[src/rtl/sort_sequencer.sv]
`default_nettype none
// =============================================================================
// sort_sequencer - iterative bubble sort over an N-entry register file  (rev 1.0)
// =============================================================================
module sort_sequencer #(
  parameter int W  = 4,
  parameter int N  = 5,
  parameter int CW = $clog2(N*(N-1)/2+1)
) (
  input  logic           clk,
  input  logic           rst,
  input  logic           in_valid,
  output logic           in_ready,
  input  logic [N*W-1:0] in_data,
  output logic           out_valid,
  input  logic           out_ready,
  output logic [N*W-1:0] out_data,
  output logic           busy,
  output logic [CW-1:0]  swap_count
);

  localparam int IW = (N > 2) ? $clog2(N) : 1;
  localparam logic [IW-1:0] LAST_IDX = IW'(N-2);

  typedef enum logic [1:0] {
    IDLE = 2'd0,
    SORT = 2'd1,
    DONE = 2'd2
  } state_t;

  state_t        state, state_next;
  logic [W-1:0]  regs [N];
  logic [IW-1:0] idx, pass;
  logic          pass_swapped;
  logic          alive;

  logic [IW-1:0] idx_p1;
  logic [W-1:0]  elem_a, elem_b;
  logic          do_swap, pass_end, sort_done, accept;

  assign idx_p1   = idx + IW'(1);
  assign elem_a   = regs[idx];
  assign elem_b   = regs[idx_p1];
  assign do_swap  = (state == SORT) && (elem_a > elem_b);
  assign pass_end = (idx == (LAST_IDX - pass));
  // Early exit when a whole pass (this compare included) made no exchange.
  assign sort_done = pass_end && ((!pass_swapped && !do_swap) || (pass == LAST_IDX));

  // in_ready stays low through reset and rises one cycle after release.
  assign in_ready  = (state == IDLE) && alive;
  assign accept    = in_valid && in_ready;
  assign out_valid = (state == DONE);
  assign busy      = (state != IDLE);

  always_ff @(posedge clk or negedge rst) begin
    if (!rst) state <= IDLE;
    else      state <= state_next;
  end

  always_comb begin
    state_next = state;
    case (state)
      IDLE:    if (accept)    state_next = SORT;
      SORT:    if (sort_done) state_next = DONE;
      DONE:    if (out_ready) state_next = IDLE;
      default: state_next = IDLE;
    endcase
  end

  always_ff @(posedge clk or negedge rst) begin
    if (!rst) begin
      for (int i = 0; i < N; i++) regs[i] <= '0;
      idx          <= '0;
      pass         <= '0;
      pass_swapped <= 1'b0;
      swap_count   <= '0;
      alive        <= 1'b0;
    end else begin
      alive <= 1'b1;
      if (accept) begin
        for (int i = 0; i < N; i++) regs[i] <= in_data[i*W +: W];
        idx          <= '0;
        pass         <= '0;
        pass_swapped <= 1'b0;
        swap_count   <= '0;
      end else if (state == SORT) begin
        if (do_swap) begin
          regs[idx]    <= elem_b;
          regs[idx_p1] <= elem_a;
          swap_count   <= swap_count + CW'(1);
        end
        if (pass_end) begin
          if (!sort_done) begin
            pass         <= pass + IW'(1);
            idx          <= '0;
            pass_swapped <= 1'b0;
          end
        end else begin
          idx          <= idx_p1;
          pass_swapped <= pass_swapped | do_swap;
        end
      end
    end
  end

  always_comb begin
    out_data = '0;
    for (int i = 0; i < N; i++) out_data[i*W +: W] = regs[i];
  end

endmodule
`default_nettype wire
[config.mk]
export PLATFORM = sky130hd
export DESIGN_NAME = sort_sequencer
export DESIGN_NICKNAME = d
export VERILOG_FILES = /design/src/rtl/sort_sequencer.sv
export SDC_FILE = /design/constraint.sdc
export NUM_CORES = 1
export LEC_CHECK = 0
export CAP_MARGIN = 20
export CELL_PAD_IN_SITES_DETAIL_PLACEMENT = 0
export CELL_PAD_IN_SITES_GLOBAL_PLACEMENT = 2
export CORE_ASPECT_RATIO = 1.5
export CORE_MARGIN = 4
export CORE_UTILIZATION = 32
export DETAILED_ROUTE_END_ITERATION = 6
export PLACE_DENSITY = 0.81
export SKIP_CTS_REPAIR_TIMING = 1
export SYNTH_ARGS = -nofsm -noshare
export SYNTH_HDL_FRONTEND = slang
export SYNTH_SLANG_ARGS = --single-unit
[constraint.sdc]
create_clock -name clk -period 4.3 [get_ports clk]
set_input_delay 0.86 -clock clk [delete_from_list [all_inputs] [get_ports clk]]
set_output_delay 0.86 -clock clk [all_outputs]
set_load 0.1 [all_outputs]
; After elaboration in Yosys (flattened, before gate mapping)
; Index checks and enable logic that the tools add are counted.
[op_classes]
n_addsub = 4
magnitude_cmp = 5
n_eq_ne = 9
muxes = 34
bitwise_logic = 3
n_reduce_logical = 19
[op_table]
columns = op, count
row1 = $mux 20, 3
row2 = $bwmux 20, 2
row3 = $mux 4, 9
row4 = $bmux 4 s3, 2
row5 = $demux 4 s3, 2
row6 = $mux 3, 8
row7 = $ge 4x4->1 const B, 2
row8 = $lt 4x1->1 const B, 2
row9 = $not 3->4, 2
row10 = $reduce_bool 2->1, 4
row11 = $logic_and 1x1->1, 7
row12 = $add 3x1->3 const B, 2
row13 = $mux 2, 3
row14 = $pmux 2 s3, 1
row15 = $reduce_and 3->1, 2
row16 = $add 4x1->4 const B, 1
row17 = $gt 4x4->1, 1
row18 = $mux 1, 4
row19 = $ne 2x1->1 const B, 2
row20 = $ne 2x2->1 const B, 2
row21 = $reduce_and 2->1, 2
row22 = $eq 3x2->1 const B, 1
row23 = $eq 3x3->1, 1
row24 = $ne 3x2->1 const B, 1
row25 = 7 further kinds, 8
[word_totals]
regBits = 34
inputBits = 24
out_inout_bits = 27
elab_cells = 85

; Depth between registers and ports, before layout
[logic_depth]
depth_word = 15
ltp_mapped = 13
ltp_nobuf = 11

; Worst setup path after synthesis
; OpenSTA, ideal clock, no wires.
[synth_timing]
kind = reg2reg
startpoint = register regs (netlist bit out_data[13])
endpoint = register regs (netlist bit out_data[18])
setup_time_ns = 0.124
arrival_ns = 3.065
t_required_ns = 4.176
path_slack_ns = 1.111
stages_incl_launch_ff = 10
path_cell_list = dfrtp_1 mux2i_1 a211oi_2 or2_2 ha_1 nor2b_1 o211ai_2 a21o_1 o21ai_0 o221a_2
[synth_via]
elab_chain_len = 7
elab_cells_between_ends = 10
classes_between = order compare (1) / mux (6) / reduce/logical (3)
[synth_rtl]
columns = item, line_no
row1 = "start, declared", 32  ; logic [W-1:0] regs [N];
row2 = "start signal, assigned by index", 88  ; regs[idx] <= elem_b;
row3 = "start signal, assigned by index", 89  ; regs[idx_p1] <= elem_a;
row4 = $bmux 4 s3 (on tied branches), "42, 43"
row5 = $mux 4 (on tied branches) (2 in a row), "42, 43"
row6 = $gt 4x4->1 *, 44  ; assign do_swap = (state == SORT) && (elem_a > elem_b);
row7 = $logic_and 1x1->1 *, 44
row8 = $reduce_bool 2->1 (no source line) *, --
row9 = $reduce_and 2->1 (no source line) *, --
; Every way passes the cells marked *; elsewhere a longest branch is shown, timed or not. The select of a mux whose other input is x is not followed.
; A chain may end at the register's enable or synchronous reset.

; Worst setup path in the final report
[layout_timing]
startpoint = register idx[0]
endpoint = register regs (netlist bit out_data[10])
[layout_via]
elab_chain_len = 10
elab_cells_between_ends = 28
classes_between = add/sub (1) / order compare (5) / mux (15) / bitwise (2) / reduce/logical (5)
[layout_rtl]
columns = item, line_no
row1 = "start, declared", 33  ; logic [IW-1:0] idx, pass;
row2 = "start signal, assigned", 99  ; idx <= idx_p1;
row3 = $add 3x1->3 / $not 3->4 (equally long branches), "41, 42, 88"
row4 = "$not 3->4 (implied by the code), or another cell as far along", "43, 89"
row5 = "$ge 4x4->1 (implied by the code), or another cell as far along", 89
row6 = "$logic_and 1x1->1 (implied by the code), or another cell as far along", 89
row7 = "$mux 4 (implied by the code), or another cell as far along", 89
row8 = $demux 4 s3 / $bwmux 20 (equally long branches), "89, 88"
row9 = $bwmux 20, 89
row10 = $mux 20, 87  ; if (do_swap) begin
row11 = $mux 20, 86  ; end else if (state == SORT) begin
row12 = $mux 20, 80  ; if (accept) begin
; Parallel ways exist; a longest one is shown, timed or not. The select of a mux whose other input is x is not followed.

==> results.txt <==
- Dividing the final minimum period by the clock period gives 85.67%.
- The number of endpoints with negative hold slack in the final report was 0.
* Clock latency of the later-clocked register in the worst-skew pair: 280 ps
* RD Place Congestion: 0.8868
* Proportion of synthesized flip-flops having asynchronous set or reset: 100.0%
* Part of the Yosys area used for sequential elements: 31.31%
- The synthesized netlist devotes 20.63% of its cell area to simple gates.
- 51 I/O pins were placed.
* RSZ-0062 raised after global routing: no
- Length of the first detailed-routing pass in iterations: 4
- Final setup violating endpoints: 0
- Status: completed
* Number of buffers inserted during clock tree synthesis: 5
- Final critical-path required period: 3684 ps
* Y dimension of the die: 120.9 um
* Worst-path clk slew: 60 ps
- Post-synthesis cell count: 294
* Number of maximum-capacitance violations: 0
- Category of the worst setup path launch point: flip-flop
- Die W: 83.25 um
- Static timing analysis puts the maximum clock frequency at 271.5 MHz.
- By instance count, the leading cell after synthesis is dfrtp_1.
- Summing all multi-input logic gate instances after layout gives 1697 um^2.
- For the pin with the worst max-slew slack, the measured transition is 977.6 ps.
- Sum of routed wire length over all layers: 8400 um
- Number of violations reported at the end of detailed-routing iteration 0: 178
- CTS tree: yes
- 0 antenna diodes ended up in the layout.
- The sequential cells in the finished layout cover a total of 850.8 um^2.
- Area fraction in compound gates after synthesis: 25.83%
- Number of vias in the routed layout: 2504
- Final HPWL from detailed placement: 6243 um
- GR Overflow Total: 0
* Area growth from synthesis to final layout: 25.83%
- Number of nets at the end of the flow: 371
- Along the worst path, the maximum fanout reaches 22.
- Top cells by area in the synthesized netlist: dfrtp_1 (31%), mux2i_1 (5.9%), mux2_2 (4.1%)
- Net Count, Synth: 325
* Number of antenna violations at the first check in global routing: 0
* Number of levels in the clock H-tree: 2
* Synth warn: 0
- Vias in the first global route: 2568
- Pin count of the biggest net entering global routing: 41
* Fraction of post-synthesis cell area in the top cell type by area: 31.31%
- Most common flop cell mapped by yosys: dfrtp_1
- Post-detailed-route wirelength per cell: 18.83 um
- Clock Root Buffer: clkbuf_16
- Average cell area after synthesis: 9.244 um^2
- The cell area that synthesis handed to floorplanning was 2718 um^2.
- Count of different cell masters after synthesis: 60
* Largest area contributor in the synthesized netlist: dfrtp_1
- The initial utilization of the core area, before any placement, comes to 33.31%.
- Cell row count: 40
- Share of final-layout standard cells stronger than drive strength 1: 16.72%
- The layout has 811 filler cells.
- Xor-xnor portion of the synthesized cell area: 2.578%
- Measured against its own limit, the worst slew margin works out to 34.62%.
* Post-synth top cells: dfrtp_1 (34), nor2_1 (21), o21ai_0 (20)
- Total global-route track usage: 17.09%
- After detailed routing, the number of vias per cell comes to 5.614.
- Total clock sinks: 34
* Layout Skew: 3.459 ps
- The synthesized netlist devotes 3.223% of its cell area to adder and majority cells.
- Buffers placed on the I/O ports in this run total 50.
- Multiplexer share of the synthesized area: 10.04%
* CP Class: reg2reg
- Full die area: 10060 um^2
- Summed over all failing endpoints, the final setup total negative slack is 0 ps.
- In this run, synthesis inferred 0 flip-flops with an integrated enable.
- Type of the tightest min-delay check: reg2reg
- The synthesized design contains 34 register bits.
- Post-detailed-route count of antenna-violating nets: 0
* Dominant combinational cell family by area after synthesis: compound AO/OA/AOI/OAI gates
- Detailed-route DRC error count: 0
- Data on the critical path arrives at its endpoint at 3850 ps.
- The core region is 8158 um^2.
- Clock Tree Buf Depth: 2
* Max-slew violation total from the final report: 0
- STA classifies the critical path endpoint as a flip-flop.
- Global-route wire length before repair: 13740 um
- For the worst setup path, the data required time is 4470 ps.
==> sequential cells by signal, indices dropped and copies added, names as in the netlist <==
register	count
swap_count	4
idx	3
out_data	20
state	2
pass	3
pass_swapped	1
alive	1
==> critical path, cell delays in order (launching register included) <==
cell,delay (ps)
dfrtp_1,380
ha_1,800
mux2i_1,160
nor3_1,480
a21oi_1,80
ha_1,360
a21oi_2,470
a21o_1,310
o21ai_1,220
o221a_2,310
==> layer usage <==
layer  vias to the layer above  track usage (%)  wire length (um)
li1                       1199                -                 -
met1                      1213            20.78              3602
met2                        80            30.12              4262
met3                        12            3.125               363
met4                         0            5.828               172
met5                         -                0                 0
==> placed cells by master, fill, tap and decap left out, types with 4 or more instances in the layout <==
| cell type | instances |
|---|---|
| xnor2_1 | 5 |
| nor2_1 | 21 |
| clkbuf_16 | 5 |
| a211oi_2 | 6 |
| clkdlybuf4s50_1 | 49 |
| mux2i_1 | 16 |
| o21ai_0 | 20 |
| dfrtp_1 | 34 |
| ha_1 | 7 |
| a31oi_1 | 7 |
| mux2_2 | 10 |
| buf_4 | 8 |
| a221o_1 | 6 |
| o211ai_1 | 5 |
| nand2_1 | 15 |
| o221a_2 | 6 |
| nand3_1 | 9 |
| a21oi_1 | 16 |
| nand4_1 | 4 |
| nor3_1 | 16 |
| inv_1 | 10 |
| nand3b_1 | 5 |
==> final timing paths <==
check                      cells past startpoint  slack, ps                      start                   endpoint
setup / recovery                               9        620         idx[0]$_DFFE_PN0P_   out_data[10]$_DFFE_PN0P_
hold / removal                                 2        550  swap_count[3]$_DFFE_PN0P_  swap_count[3]$_DFFE_PN0P_
min in group asynchronous                      1        670                        rst        pass[0]$_DFFE_PN0P_
setup reg to reg                               9        620         idx[0]$_DFFE_PN0P_   out_data[10]$_DFFE_PN0P_
hold reg to reg                                2        550  swap_count[3]$_DFFE_PN0P_  swap_count[3]$_DFFE_PN0P_
max in group asynchronous                      1       3120                        rst   out_data[11]$_DFFE_PN0P_
==> per-stage QoR <==
stage | util [%] | area (um^2) | instances | hold WS [ps] | setup WS (ps)
2_1_floorplan | - | 2718 | 294 | 513.2 | 1111
3_3_place_gp | 40.11 | 3272 | 438 | 533.3 | 610.3
3_5_place_dp | 40.11 | 3272 | 438 | 537.2 | 631.9
4_1_cts | 41.92 | 3420 | 446 | 557.5 | 621.0
5_1_grt | 41.92 | 3420 | 446 | 589.3 | 301.1
6_report | 41.92 | 3420 | 446 | 549.4 | 616.2
==> area by class of cell <==
cell class / count / share of cell area [%]
Timing Repair Buffer: 58 / 16.25
Sequential cell: 34 / 24.88
Clock inverter: 1 / 0.1464
Multi-Input combinational cell: 231 / 49.62
Inverter: 10 / 1.098
Tap cell: 105 / 3.842
Clock buffer: 7 / 4.171
==> kinds of logic after synthesis <==
| kind of cell | Yosys count |
|---|---|
| and+or+nand+nor | 98 |
| AOI/OAI and AO/OA | 91 |
| DFF | 34 |
| buffers and inverters | 29 |
| muxes | 26 |
| xor gates and xnor gates | 8 |
| adders and majority gates | 7 |
| other | 1 |
Power is not shown: default switching activity piles up to over one toggle a cycle in this logic, so the estimate is an artifact.
